--- config.mk ---
export PLATFORM = sky130hd
export DESIGN_NAME = unidade_controle_multiciclo
export DESIGN_NICKNAME = d
export VERILOG_FILES = /design/src/rtl/unidade_controle_multiciclo.sv
export SDC_FILE = /design/constraint.sdc
export NUM_CORES = 1
export LEC_CHECK = 0
export BUFFER_PORTS_ARGS = -buffer_cell sky130_fd_sc_hd__buf_2
export CAP_MARGIN = 10
export CORE_ASPECT_RATIO = 0.8
export CORE_MARGIN = 3
export CORE_UTILIZATION = 40
export DETAILED_ROUTE_END_ITERATION = 8
export PLACE_DENSITY = 0.7
export SYNTH_ARGS = -nofsm -noshare
export SYNTH_HDL_FRONTEND = slang
export SYNTH_SLANG_ARGS = --single-unit
export TNS_END_PERCENT = 5
--- constraint.sdc ---
create_clock -name clk -period 4.25 [get_ports clk]
set_input_delay 1.0625 -clock clk [delete_from_list [all_inputs] [get_ports clk]]
set_output_delay 1.0625 -clock clk [all_outputs]
set_load 0.05 [all_outputs]
--- src/rtl/unidade_controle_multiciclo.sv ---
// Multicycle MIPS control unit: sequences the shared ULA, memory port, PC and
// register file from FETCH to write-back, stalling on a req/ready memory port.
// Optional feature: define CTRL_ILLEGAL_TRAP_EN to lock into TRAP on undefined opcodes.
module unidade_controle_multiciclo #(
    parameter int unsigned CNT_W = 32
) (
    input  logic             clk,
    input  logic             rst,
    input  logic [5:0]       OP,
    input  logic [5:0]       Funct,
    input  logic             mem_ready,
    output logic             mem_req,
    output logic             IorD,
    output logic             MemWrite,
    output logic             IRWrite,
    output logic             PCWrite,
    output logic             Branch,
    output logic [1:0]       PCSrc,
    output logic             ULASrcA,
    output logic [1:0]       ULASrcB,
    output logic [2:0]       ULAControl,
    output logic             RegWrite,
    output logic [1:0]       RegDst,
    output logic [1:0]       MemtoReg,
    output logic [CNT_W-1:0] instr_count,
    output logic             illegal
);

    localparam logic [5:0] OP_RTYPE = 6'b000000;
    localparam logic [5:0] OP_LW    = 6'b100011;
    localparam logic [5:0] OP_SW    = 6'b101011;
    localparam logic [5:0] OP_BEQ   = 6'b000100;
    localparam logic [5:0] OP_ADDI  = 6'b001000;
    localparam logic [5:0] OP_J     = 6'b000010;
    localparam logic [5:0] OP_JAL   = 6'b000011;

    localparam logic [5:0] FN_ADD = 6'b100000;
    localparam logic [5:0] FN_SUB = 6'b100010;
    localparam logic [5:0] FN_AND = 6'b100100;
    localparam logic [5:0] FN_OR  = 6'b100101;
    localparam logic [5:0] FN_NOR = 6'b100111;
    localparam logic [5:0] FN_SLT = 6'b101010;
    localparam logic [5:0] FN_JR  = 6'b001000;

    localparam logic [2:0] ULA_ADD = 3'b010;
    localparam logic [2:0] ULA_SUB = 3'b110;
    localparam logic [2:0] ULA_AND = 3'b000;
    localparam logic [2:0] ULA_OR  = 3'b001;
    localparam logic [2:0] ULA_NOR = 3'b011;
    localparam logic [2:0] ULA_SLT = 3'b111;

    typedef enum logic [3:0] {
        S_FETCH, S_DECODE, S_MEMADR, S_MEMRD, S_MEMWB, S_MEMWR,
        S_REXEC, S_ALUWB, S_BRANCH, S_ADDIEX, S_ADDIWB, S_JUMP,
        S_JR, S_JAL
`ifdef CTRL_ILLEGAL_TRAP_EN
        , S_TRAP
`endif
    } state_t;

    state_t           r_state;
    state_t           w_next;
    state_t           w_undef;
    logic [CNT_W-1:0] r_count;

`ifdef CTRL_ILLEGAL_TRAP_EN
    assign w_undef = S_TRAP;
`else
    assign w_undef = S_FETCH;
`endif

    // Next-state selection; DECODE dispatches on OP/Funct
    always_comb begin
        w_next = r_state;
        case (r_state)
            S_FETCH:  if (mem_ready) w_next = S_DECODE;
            S_DECODE: begin
                case (OP)
                    OP_RTYPE: begin
                        case (Funct)
                            FN_ADD, FN_SUB, FN_AND, FN_OR,
                            FN_NOR, FN_SLT: w_next = S_REXEC;
                            FN_JR:          w_next = S_JR;
                            default:        w_next = w_undef;
                        endcase
                    end
                    OP_LW, OP_SW: w_next = S_MEMADR;
                    OP_BEQ:       w_next = S_BRANCH;
                    OP_ADDI:      w_next = S_ADDIEX;
                    OP_J:         w_next = S_JUMP;
                    OP_JAL:       w_next = S_JAL;
                    default:      w_next = w_undef;
                endcase
            end
            S_MEMADR: w_next = (OP == OP_SW) ? S_MEMWR : S_MEMRD;
            S_MEMRD:  if (mem_ready) w_next = S_MEMWB;
            S_MEMWR:  if (mem_ready) w_next = S_FETCH;
            S_REXEC:  w_next = S_ALUWB;
            S_ADDIEX: w_next = S_ADDIWB;
            S_MEMWB, S_ALUWB, S_ADDIWB, S_BRANCH,
            S_JUMP, S_JR, S_JAL: w_next = S_FETCH;
`ifdef CTRL_ILLEGAL_TRAP_EN
            S_TRAP:   w_next = S_TRAP;
`endif
            default:  w_next = S_FETCH;
        endcase
    end

    // State register and retired-instruction counter (counts each return to FETCH)
    always_ff @(posedge clk) begin
        if (rst) begin
            r_state <= S_FETCH;
            r_count <= '0;
        end else begin
            r_state <= w_next;
            if (w_next == S_FETCH && r_state != S_FETCH)
                r_count <= r_count + CNT_W'(1);
        end
    end

    // Moore output decode; reset forces every output low in the same cycle
    always_comb begin
        mem_req    = 1'b0;
        IorD       = 1'b0;
        MemWrite   = 1'b0;
        IRWrite    = 1'b0;
        PCWrite    = 1'b0;
        Branch     = 1'b0;
        PCSrc      = 2'b00;
        ULASrcA    = 1'b0;
        ULASrcB    = 2'b00;
        ULAControl = 3'b000;
        RegWrite   = 1'b0;
        RegDst     = 2'b00;
        MemtoReg   = 2'b00;
        illegal    = 1'b0;
        if (!rst) begin
            case (r_state)
                S_FETCH: begin
                    mem_req    = 1'b1;
                    ULASrcB    = 2'b01;
                    ULAControl = ULA_ADD;
                    IRWrite    = mem_ready;
                    PCWrite    = mem_ready;
                end
                S_DECODE: begin
                    ULASrcB    = 2'b11;
                    ULAControl = ULA_ADD;
                end
                S_MEMADR, S_ADDIEX: begin
                    ULASrcA    = 1'b1;
                    ULASrcB    = 2'b10;
                    ULAControl = ULA_ADD;
                end
                S_MEMRD: begin
                    mem_req = 1'b1;
                    IorD    = 1'b1;
                end
                S_MEMWB: begin
                    RegWrite = 1'b1;
                    MemtoReg = 2'b01;
                end
                S_MEMWR: begin
                    mem_req  = 1'b1;
                    IorD     = 1'b1;
                    MemWrite = mem_ready;
                end
                S_REXEC: begin
                    ULASrcA = 1'b1;
                    case (Funct)
                        FN_SUB:  ULAControl = ULA_SUB;
                        FN_AND:  ULAControl = ULA_AND;
                        FN_OR:   ULAControl = ULA_OR;
                        FN_NOR:  ULAControl = ULA_NOR;
                        FN_SLT:  ULAControl = ULA_SLT;
                        default: ULAControl = ULA_ADD;
                    endcase
                end
                S_ALUWB: begin
                    RegWrite = 1'b1;
                    RegDst   = 2'b01;
                end
                S_BRANCH: begin
                    ULASrcA    = 1'b1;
                    ULAControl = ULA_SUB;
                    Branch     = 1'b1;
                    PCSrc      = 2'b01;
                end
                S_ADDIWB: RegWrite = 1'b1;
                S_JUMP: begin
                    PCSrc   = 2'b10;
                    PCWrite = 1'b1;
                end
                S_JR: begin
                    PCSrc   = 2'b11;
                    PCWrite = 1'b1;
                end
                S_JAL: begin
                    PCSrc    = 2'b10;
                    PCWrite  = 1'b1;
                    RegWrite = 1'b1;
                    RegDst   = 2'b10;
                    MemtoReg = 2'b10;
                end
`ifdef CTRL_ILLEGAL_TRAP_EN
                S_TRAP: illegal = 1'b1;
`endif
                default: ;
            endcase
        end
    end

    assign instr_count = rst ? '0 : r_count;

endmodule

==> results.tsv <==
metric	value	unit
status	complete, no violations	
die_x	96.4	microns
cts_setup_buffers	0	
yosys_warnings	0	
critPathRequiredTime	3190	ps
combPwrFrac	13.4	%
syn_to_final_growth	16.4	%
netlist_instances	351	
seq_power_share	49.9	%
synth_adder_area_share	0.479	%
synth_seq_cells	36	
grtUsageTotal	17.9	%
io_pins	67	
async_reset_ff_share	0	%
synth_top_area_share	27.6	%
clkLatencyLatePin	290	ps
clkPwrFrac	36.7	%
rsz0062_at_grt	no	
hp-class	reg2reg	
gp_congestion	0.881	
synth.most_common_cell	dfxtp_1	
routed-via-count	2679	
synth_top_family_by_area	simple AND/OR/NAND/NOR gates	
power.switching	189	uW
intPower	501	uW
path_class	in2out	
clockBufferDepth	2	
reg2reg_from	r_state[2]$_SDFF_PP0_	
startpoint_type	input port	
ys_seq_area_share	27.6	%
crit_path_end_kind	output pin	
numCtsBuffers	5	
maxCapViolations	0	
place.detailed.hpwl	4.74	mm
antennaDiodeCount	0	
worstPathCellList	buf_2, nor2b_1, nand3_1, or4_1, a21oi_1, buf_2	
synth_fp_nets	367	
cp_top_family	simple AND/OR/NAND/NOR gates	
grt_pass1_wl	11.1	mm
crit_path_max_incr_delay	430	ps
grt_pass1_vias	2364	
cts_resized	0	
p_per_area	226	nW/um^2
crit_start	Funct[5]	
synthSimpleGateAreaFrac	41.9	%
grt.overflow.total	0	
yosys-top-cells-area	dfxtp_1 (28%), nor2b_1 (8.1%), a21oi_1 (5.6%)	
io_buffers	65	
skew	3.44	ps
yosys.area_share.xor_xnor	1.34	%
final_util	49.9	%
ys.flop_type	dfxtp_1	
routed_wl	6.52	mm
die-area	7550	sq um
drt-wirelength-per-cell	13.5	microns
maxSlewHeadroom	56.9	%
synth_area	2610	sq um
design_area	3040	sq um
setup_viol	0	
drt_iter0_markers	191	
hold_viol_final	0	
start_util	42.9	%
yosys-top-cells-count	dfxtp_1 (36), nor2_1 (34), nor2b_1 (34)	
timing.hold.ws	492	ps
tritoncts	yes	
cp_common_cell	buf_2	
setup_tns	0	ps
antenna_found_initial	0	
syn_area_per_cell	7.45	sq um
fmax	289	MHz
p_leak	1.21	nW
root_buffer	clkbuf_8	
core	6100	sq um
switching_share	27.4	%
synth_top_area_cell	dfxtp_1	
cp_slowest_cell	or4_1	
grtUsageMet1	26.6	%
muxShareOfSynthArea	2.11	%
dpl_cell_area	2950	sq um
drv_slew	0	
drtPass1Iterations	4	
die_h	78.3	microns
drive_above_1_share	23.1	%
grt_max_degree	76	
min_period_over_period	81.3	%
cp.arrival	2390	ps
grt_use_met3	3.54	%
ir_drop	0.120	mV
max_slew.worst_pin.slew	645	ps
worst-path-buf-inv	2	
n_fill_cell	609	
viasPerCell	5.54	
cts_htree_levels	2	
final_nets	418	
worstPathMaxFanout	5	
synth_edf_count	0	
cts_num_sinks	36	
clk_pin_slew	70	ps
rows	25	
hold_start	r_count[29]$_SDFFE_PP0P_	
top_usage_layer	met1	
synth_compound_area_share	20.7	%
total_power	689	uW
drc	0	
synth.distinct_cells	59	
period_needed	3460	ps
globalRouteMet2Util	25.5	%
final_antenna_net_count	0	
cts_hold_buf	0	
-- flip-flops by register name, summed over array words and instances, names as in the netlist --
| signal | flops |
|---|---|
| r_state | 4 |
| r_count | 32 |
-- path summary, 6_finish.rpt --
kind / to / slack (ps) / cells past startpoint
max: ULAControl[2] / 790 / 6
min: r_count[29]$_SDFFE_PP0P_ / 490 / 2
max reg2reg: r_count[30]$_SDFFE_PP0P_ / 1200 / 7
min reg2reg: r_count[29]$_SDFFE_PP0P_ / 490 / 2
-- cells in the final DEF, fill, tap and decap left out, types with 15 or more instances in the layout --
| master | Yosys | final |
|---|---|---|
| a21oi_1 | 29 | 29 |
| buf_2 | 7 | 65 |
| nor2_1 | 34 | 34 |
| nand2_1 | 23 | 23 |
| or3_1 | 15 | 15 |
| o21ai_0 | 28 | 28 |
| dfxtp_1 | 36 | 36 |
| nor2b_1 | 34 | 34 |
| nand3_1 | 15 | 15 |
-- through the flow --
step / worst slack [ps] / std cells
global placement: 823 / 476
CTS: 787 / 484
detailed placement: 775 / 476
finish: 794 / 484
global route: 674 / 484
floorplan: 302 / 351
-- worst register-to-register path: cells and delay by family (launching register included) --
family	cells	cell delay [ps]
flip-flops	1	720
AND/OR/NAND/NOR	2	950
AO/OA/AOI/OAI	5	1320
-- layout make-up --
class	count	area, sq um	share of cell area (%)
inverter	10	37.5	1.23
clock buffer	8	90.1	2.96
multi-input combinational	283	1750	57.4
timing repair buffer	66	345	11.3
tap	81	101	3.33
sequential	36	721	23.7
-- logic make-up (layout without fill, tap and decap cells) --
logic type | count (synthesis) | count (layout)
and+or+nand+nor | 188 | 188
AOI/OAI and AO/OA | 84 | 84
DFF | 36 | 36
buffers and inverters | 32 | 84
muxes | 5 | 5
xor gates and xnor gates | 4 | 4
adders and majority gates | 1 | 1
other | 1 | 1
-- power by group through the flow --
stage / combinational [mW] / sequential (mW) / clock [mW]
floorplan: 0.0691 / 0.349 / 0
global placement: 0.0902 / 0.351 / 0
detailed placement: 0.0919 / 0.351 / 0
CTS: 0.0922 / 0.344 / 0.259
global route: 0.102 / 0.344 / 0.278
finish: 0.0926 / 0.344 / 0.253
-- metal layers --
metal  routed length (microns)  share of wire [%]  vias to the layer above
met5                         0                  0                        -
met4                        80                1.2                        0
met3                       424                6.5                        8
met2                      2670                 41                       70
met1                      3340                 51                     1223
li1                          -                  -                     1378
Power figures use the tool's default switching activity.
